<file path="config.mk">
export PLATFORM = sky130hd
export DESIGN_NAME = aap_fetch_sequencer
export DESIGN_NICKNAME = d
export VERILOG_FILES = /design/src/rtl/aap_decode_pkg.sv /design/src/rtl/aap_fetch_sequencer.sv
export SDC_FILE = /design/constraint.sdc
export NUM_CORES = 1
export LEC_CHECK = 0
export CAP_MARGIN = 20
export CORE_UTILIZATION = 46
export DETAILED_ROUTE_END_ITERATION = 10
export PLACE_DENSITY = 0.74
export SYNTH_ARGS = -nofsm -noshare
export SYNTH_HDL_FRONTEND = slang
export SYNTH_SLANG_ARGS = --single-unit
export TNS_END_PERCENT = 5
</file>
<file path="constraint.sdc">
create_clock -name clock -period 3 [get_ports clock]
set_input_delay 0.6 -clock clock [delete_from_list [all_inputs] [get_ports clock]]
set_output_delay 0.6 -clock clock [all_outputs]
set_load 0.01 [all_outputs]
</file>
<file path="src/rtl/aap_decode_pkg.sv">
// Shared definitions for the AAP fetch sequencer and the 16/32-bit decoder.
package aap_decode_pkg;

    // Occupancy of the fetch sequencer.
    typedef enum logic [1:0] {
        EMPTY   = 2'd0,
        HAVE_LO = 2'd1,
        FULL    = 2'd2
    } seq_state_t;

    // Bit of the first fetched word that marks a 32-bit instruction.
    localparam int IS32_BIT = 15;

    // Default word-address width of fetch and decode PCs.
    localparam int DEFAULT_PC_WIDTH = 24;

    // A 32-bit instruction is presented as {hi, lo}; the decoder relies on this order.
    function automatic logic [31:0] pack_instr32(input logic [15:0] hi, input logic [15:0] lo);
        return {hi, lo};
    endfunction

endpackage

</file>
<file path="src/rtl/aap_fetch_sequencer.sv">
// Assembles the 16-bit fetch stream into whole 16/32-bit AAP instructions and
// hands them to the decoder over a valid/ready handshake, with flush on redirect.
module aap_fetch_sequencer
    import aap_decode_pkg::*;
#(
    parameter int PC_WIDTH  = DEFAULT_PC_WIDTH,
    parameter int CNT_WIDTH = 16
) (
    input  logic                 clock,
    input  logic                 reset,
    input  logic                 flush,
    input  logic                 fetch_valid,
    output logic                 fetch_ready,
    input  logic [15:0]          fetch_word,
    input  logic [PC_WIDTH-1:0]  fetch_pc,
    output logic                 dec_valid,
    input  logic                 dec_ready,
    output logic [31:0]          dec_instr,
    output logic                 dec_is32,
    output logic [PC_WIDTH-1:0]  dec_pc,
    output logic                 seq_error,
    output logic [CNT_WIDTH-1:0] dec_count
);

    seq_state_t            state_reg;
    logic [15:0]           lo_word_reg;
    logic [PC_WIDTH-1:0]   lo_pc_reg;
    logic                  dec_valid_reg;
    logic [31:0]           dec_instr_reg;
    logic                  dec_is32_reg;
    logic [PC_WIDTH-1:0]   dec_pc_reg;
    logic                  seq_error_reg;
    logic [CNT_WIDTH-1:0]  dec_count_reg;

    logic                  accept;
    logic                  deliver;
    logic [PC_WIDTH-1:0]   lo_pc_inc;
    logic                  pair_done;
    logic                  pair_break;
    logic                  take_first;

    // The output slot can be refilled in the same cycle it is drained, so a
    // word is taken whenever the slot is free or the decoder is consuming it.
    assign fetch_ready = !reset && !flush && (state_reg != FULL || dec_ready);
    assign accept      = fetch_valid && fetch_ready;
    assign deliver     = dec_valid_reg && dec_ready;

    // Second half must sit at the next word address; the sum wraps at PC_WIDTH.
    assign lo_pc_inc  = lo_pc_reg + {{(PC_WIDTH-1){1'b0}}, 1'b1};
    assign pair_done  = accept && (state_reg == HAVE_LO) && (fetch_pc == lo_pc_inc);
    assign pair_break = accept && (state_reg == HAVE_LO) && (fetch_pc != lo_pc_inc);
    // Any accepted word that does not complete a pair starts a new instruction.
    assign take_first = accept && !pair_done;

    // Sequencer FSM with registered decoder outputs and delivery counter.
    always_ff @(posedge clock) begin
        if (reset) begin
            state_reg     <= EMPTY;
            lo_word_reg   <= '0;
            lo_pc_reg     <= '0;
            dec_valid_reg <= 1'b0;
            dec_instr_reg <= '0;
            dec_is32_reg  <= 1'b0;
            dec_pc_reg    <= '0;
            seq_error_reg <= 1'b0;
            dec_count_reg <= '0;
        end else begin
            seq_error_reg <= pair_break;
            if (deliver) begin
                dec_count_reg <= dec_count_reg + {{(CNT_WIDTH-1){1'b0}}, 1'b1};
            end

            if (flush) begin
                // A delivery in this cycle already counted above; anything else is dropped.
                state_reg     <= EMPTY;
                dec_valid_reg <= 1'b0;
            end else if (pair_done) begin
                state_reg     <= FULL;
                dec_valid_reg <= 1'b1;
                dec_instr_reg <= pack_instr32(fetch_word, lo_word_reg);
                dec_is32_reg  <= 1'b1;
                dec_pc_reg    <= lo_pc_reg;
            end else if (take_first) begin
                if (fetch_word[IS32_BIT]) begin
                    state_reg     <= HAVE_LO;
                    lo_word_reg   <= fetch_word;
                    lo_pc_reg     <= fetch_pc;
                    dec_valid_reg <= 1'b0;
                end else begin
                    state_reg     <= FULL;
                    dec_valid_reg <= 1'b1;
                    dec_instr_reg <= {16'h0000, fetch_word};
                    dec_is32_reg  <= 1'b0;
                    dec_pc_reg    <= fetch_pc;
                end
            end else if (deliver) begin
                state_reg     <= EMPTY;
                dec_valid_reg <= 1'b0;
            end
        end
    end

    assign dec_valid = dec_valid_reg;
    assign dec_instr = dec_instr_reg;
    assign dec_is32  = dec_is32_reg;
    assign dec_pc    = dec_pc_reg;
    assign seq_error = seq_error_reg;
    assign dec_count = dec_count_reg;

endmodule
</file>
==> metrics.cfg <==
[status]
outcome=finished, final reports clean

[final_layout]
layout-drive-gt1-share_pct=20.84
largest_reg_flops=32
syn_to_final_growth_pct=42.86
diodes=0
utilization_pct=67.70
num-fill-cells=955
nets=797

[synthesis]
netlist_area_um2=5739
syn_avg_cell_area_um2=9.678
synth-edff-count=0
yosys_register_bits=116
seq_area_frac_synth_pct=40.46
yosys_most_used_dff=dfxtp_1
synthArstFlopShare_pct=0
synth.distinct_cells=52
synth_nets=640
syn_inst=593
yosysWarningCount=0

[floorplanning]
row_count=40
die_h_um=113.7
dieArea_um2=12930
num_io_pins=121
start_util_pct=47.39
fp.dieW_um=113.7
core_um2=12110

[cts]
cts_tree=yes
clock_latency_ns=0.41
cts_root_buf=clkbuf_16
cts_inserted_buffers=17
ctsHoldBuffers=0
clk_pin_slew_ns=0.05
cts_buffer_depth=2
htreeDepth=4
cts.sinks=116

[sta]
slew_headroom_pct=53.70
hold_slack_ns=0.4474
setup_viol=0
tightest_slew_ns=0.6919
max_freq_ghz=0.3344
drv_slew=0
fin_ws_ns=0.009294
period_share_pct=99.69
skew_ns=0.007408
tns_ns=0
min_period_ns=2.991
finalHoldViolations=0
grt_setup_unrepaired=true

[global_route]
grt_usage_pct=22.98
antenna_found_initial=0
grt_pass1_wl_um=23390
grt_pass1_vias=4980
grt_max_degree=60
overflow=0

[route]
wl_per_cell_um=15.28
detail_route.wirelength_um=14230
ant_nets=0
drc=0
viasPerCell=5.131
drt_iter0_drc=240
first_pass_iters=5
num_vias=4777

[setup_path]
worstSetupEndpointType=flop
crit_fanout=13
rr_startpoint=lo_pc_reg[1]
rrSetupSlack_ns=0.009
reg2reg_depth=10
worst-endpoint-required_ns=3.29
crit_path_start=lo_pc_reg[1]
crit_path_start_kind=flop
crit_type=reg -> reg
r2r-end=lo_pc_reg[7]
arrival_ns=3.29

[hold_path]
hold_path.class=reg -> reg
hp-start=dec_is32
hold_path_end=dec_is32
min_path_cells=2

[place]
port_buffers=120
place_hpwl_um=9867
post-place-ws_ns=-0.5698
place_congestion=0.8624

[power]
leakagePower_nw=3.718
p_total_w=0.004153
ir_drop_mv=0.3802
powerDensity_nw_per_um2=506.5

[job]
drv_cap=0

## stage by stage
step / cell area [µm²] / cells
2_1_floorplan: 5763 / 593
3_3_place_gp: 7355 / 894
3_5_place_dp: 7362 / 895
4_1_cts: 8055 / 928
5_1_grt: 8199 / 931
6_report: 8199 / 931
## metal layers
metal | up-vias | wire length, µm | part of all wire (%) | track usage, %
met2 | 109 | 6980 | 49 | 39.63
met3 | 27 | 684 | 4.8 | 6.536
met5 | - | 0 | 0 | 0
met4 | 0 | 365 | 2.6 | 10.35
li1 | 2353 | - | - | -
met1 | 2288 | 6198 | 44 | 26.40
## cell type report
class / count / area [µm²] / area share (%)
Tap cell: 168 / 210.2 / 2.564
Inverter: 24 / 90.09 / 1.099
Multi-Input combinational cell: 422 / 3302 / 40.27
Timing Repair Buffer: 169 / 1624 / 19.81
Clock buffer: 23 / 467.9 / 5.707
Sequential cell: 116 / 2330 / 28.41
Clock inverter: 9 / 175.2 / 2.136
## Yosys cell counts, types with 5 or more instances
library cell	n	area, µm²
dfxtp_1	116	2322
or3_1	5	31.28
xnor2_1	22	192.7
nand2b_1	16	100.1
mux2_1	26	292.8
clkbuf_1	20	75.07
nand2_1	37	138.9
mux2i_1	68	680.7
o21ai_0	9	45.04
mux2_2	40	450.4
inv_1	24	90.09
a21oi_1	8	40.04
nand3_1	16	80.08
nor2_1	63	236.5
nor2b_1	29	181.4
nand4_1	9	56.30
xor2_1	19	166.4
nor3_1	7	35.03
and3_1	5	31.28
## logic make-up after synthesis
logic type	count (synthesis)	synth area share [%]
and+or+nand+nor	204	17.81
muxes	134	24.81
DFF	116	40.46
buffers and inverters	55	4.905
AOI/OAI and AO/OA	41	5.320
xor gates and xnor gates	41	6.257
adders and majority gates	2	0.4359
## critical path, cell delays in order (launching register included)
cell,delay [ns]
dfxtp_2,0.36
ha_4,0.15
nand3_4,0.08
buf_4,0.17
o41ai_1,0.35
o21ai_1,0.19
or4_4,0.54
a2111oi_4,0.24
a311o_4,0.29
buf_12,0.16
mux2_1,0.33
## layout by cell type (no fill, tap or decap), drive strengths merged, types with 2 or more instances in the layout
master / synthesis / final
a211oi: 4 / 4
a21oi: 8 / 8
and2: 2 / 2
and3: 5 / 5
and4: 2 / 2
buf: 11 / 50
bufinv: 0 / 5
clkbuf: 20 / 23
clkdlybuf4s50: 0 / 116
clkinv: 0 / 2
clkinvlp: 0 / 2
dfxtp: 116 / 116
dlymetal6s2s: 0 / 2
ha: 2 / 2
inv: 24 / 24
mux2: 66 / 66
mux2i: 68 / 68
nand2: 37 / 37
nand2b: 16 / 16
nand3: 17 / 17
nand4: 9 / 9
nand4b: 2 / 2
nor2: 63 / 63
nor2b: 29 / 29
nor3: 7 / 7
nor3b: 2 / 2
nor4: 4 / 4
o21ai: 12 / 12
o31a: 3 / 3
o31ai: 2 / 2
or3: 5 / 5
or4: 2 / 2
xnor2: 22 / 22
xor2: 19 / 19
## worst max path at each step
stage | endpoint | slack (ns)
3_5_place_dp | lo_pc_reg[7] | -0.57
6_report | lo_pc_reg[7] | 0.009
2_1_floorplan | lo_pc_reg[19] | 0.02
3_3_place_gp | lo_word_reg[1] | -0.51
4_1_cts | lo_pc_reg[11] | -0.01
5_1_grt | dec_instr[11] | -0.06
## repair_timing
item                       4_1_cts  5_1_grt
resized for setup               12       29
setup endpoints to repair       65       83
pin swaps                        3        3
buffers inserted                 1        3
## where the power goes
part	switching, W	total (W)	internal, W	leakage (nW)
Combinational	0.000157	0.000347	0.000191	2.47
Clock	0.000691	0.00221	0.00151	0.307
Sequential	0.0000255	0.00160	0.00158	0.941
Total	0.000874	0.00415	0.00328	3.72
Power figures use the tool's default switching activity.
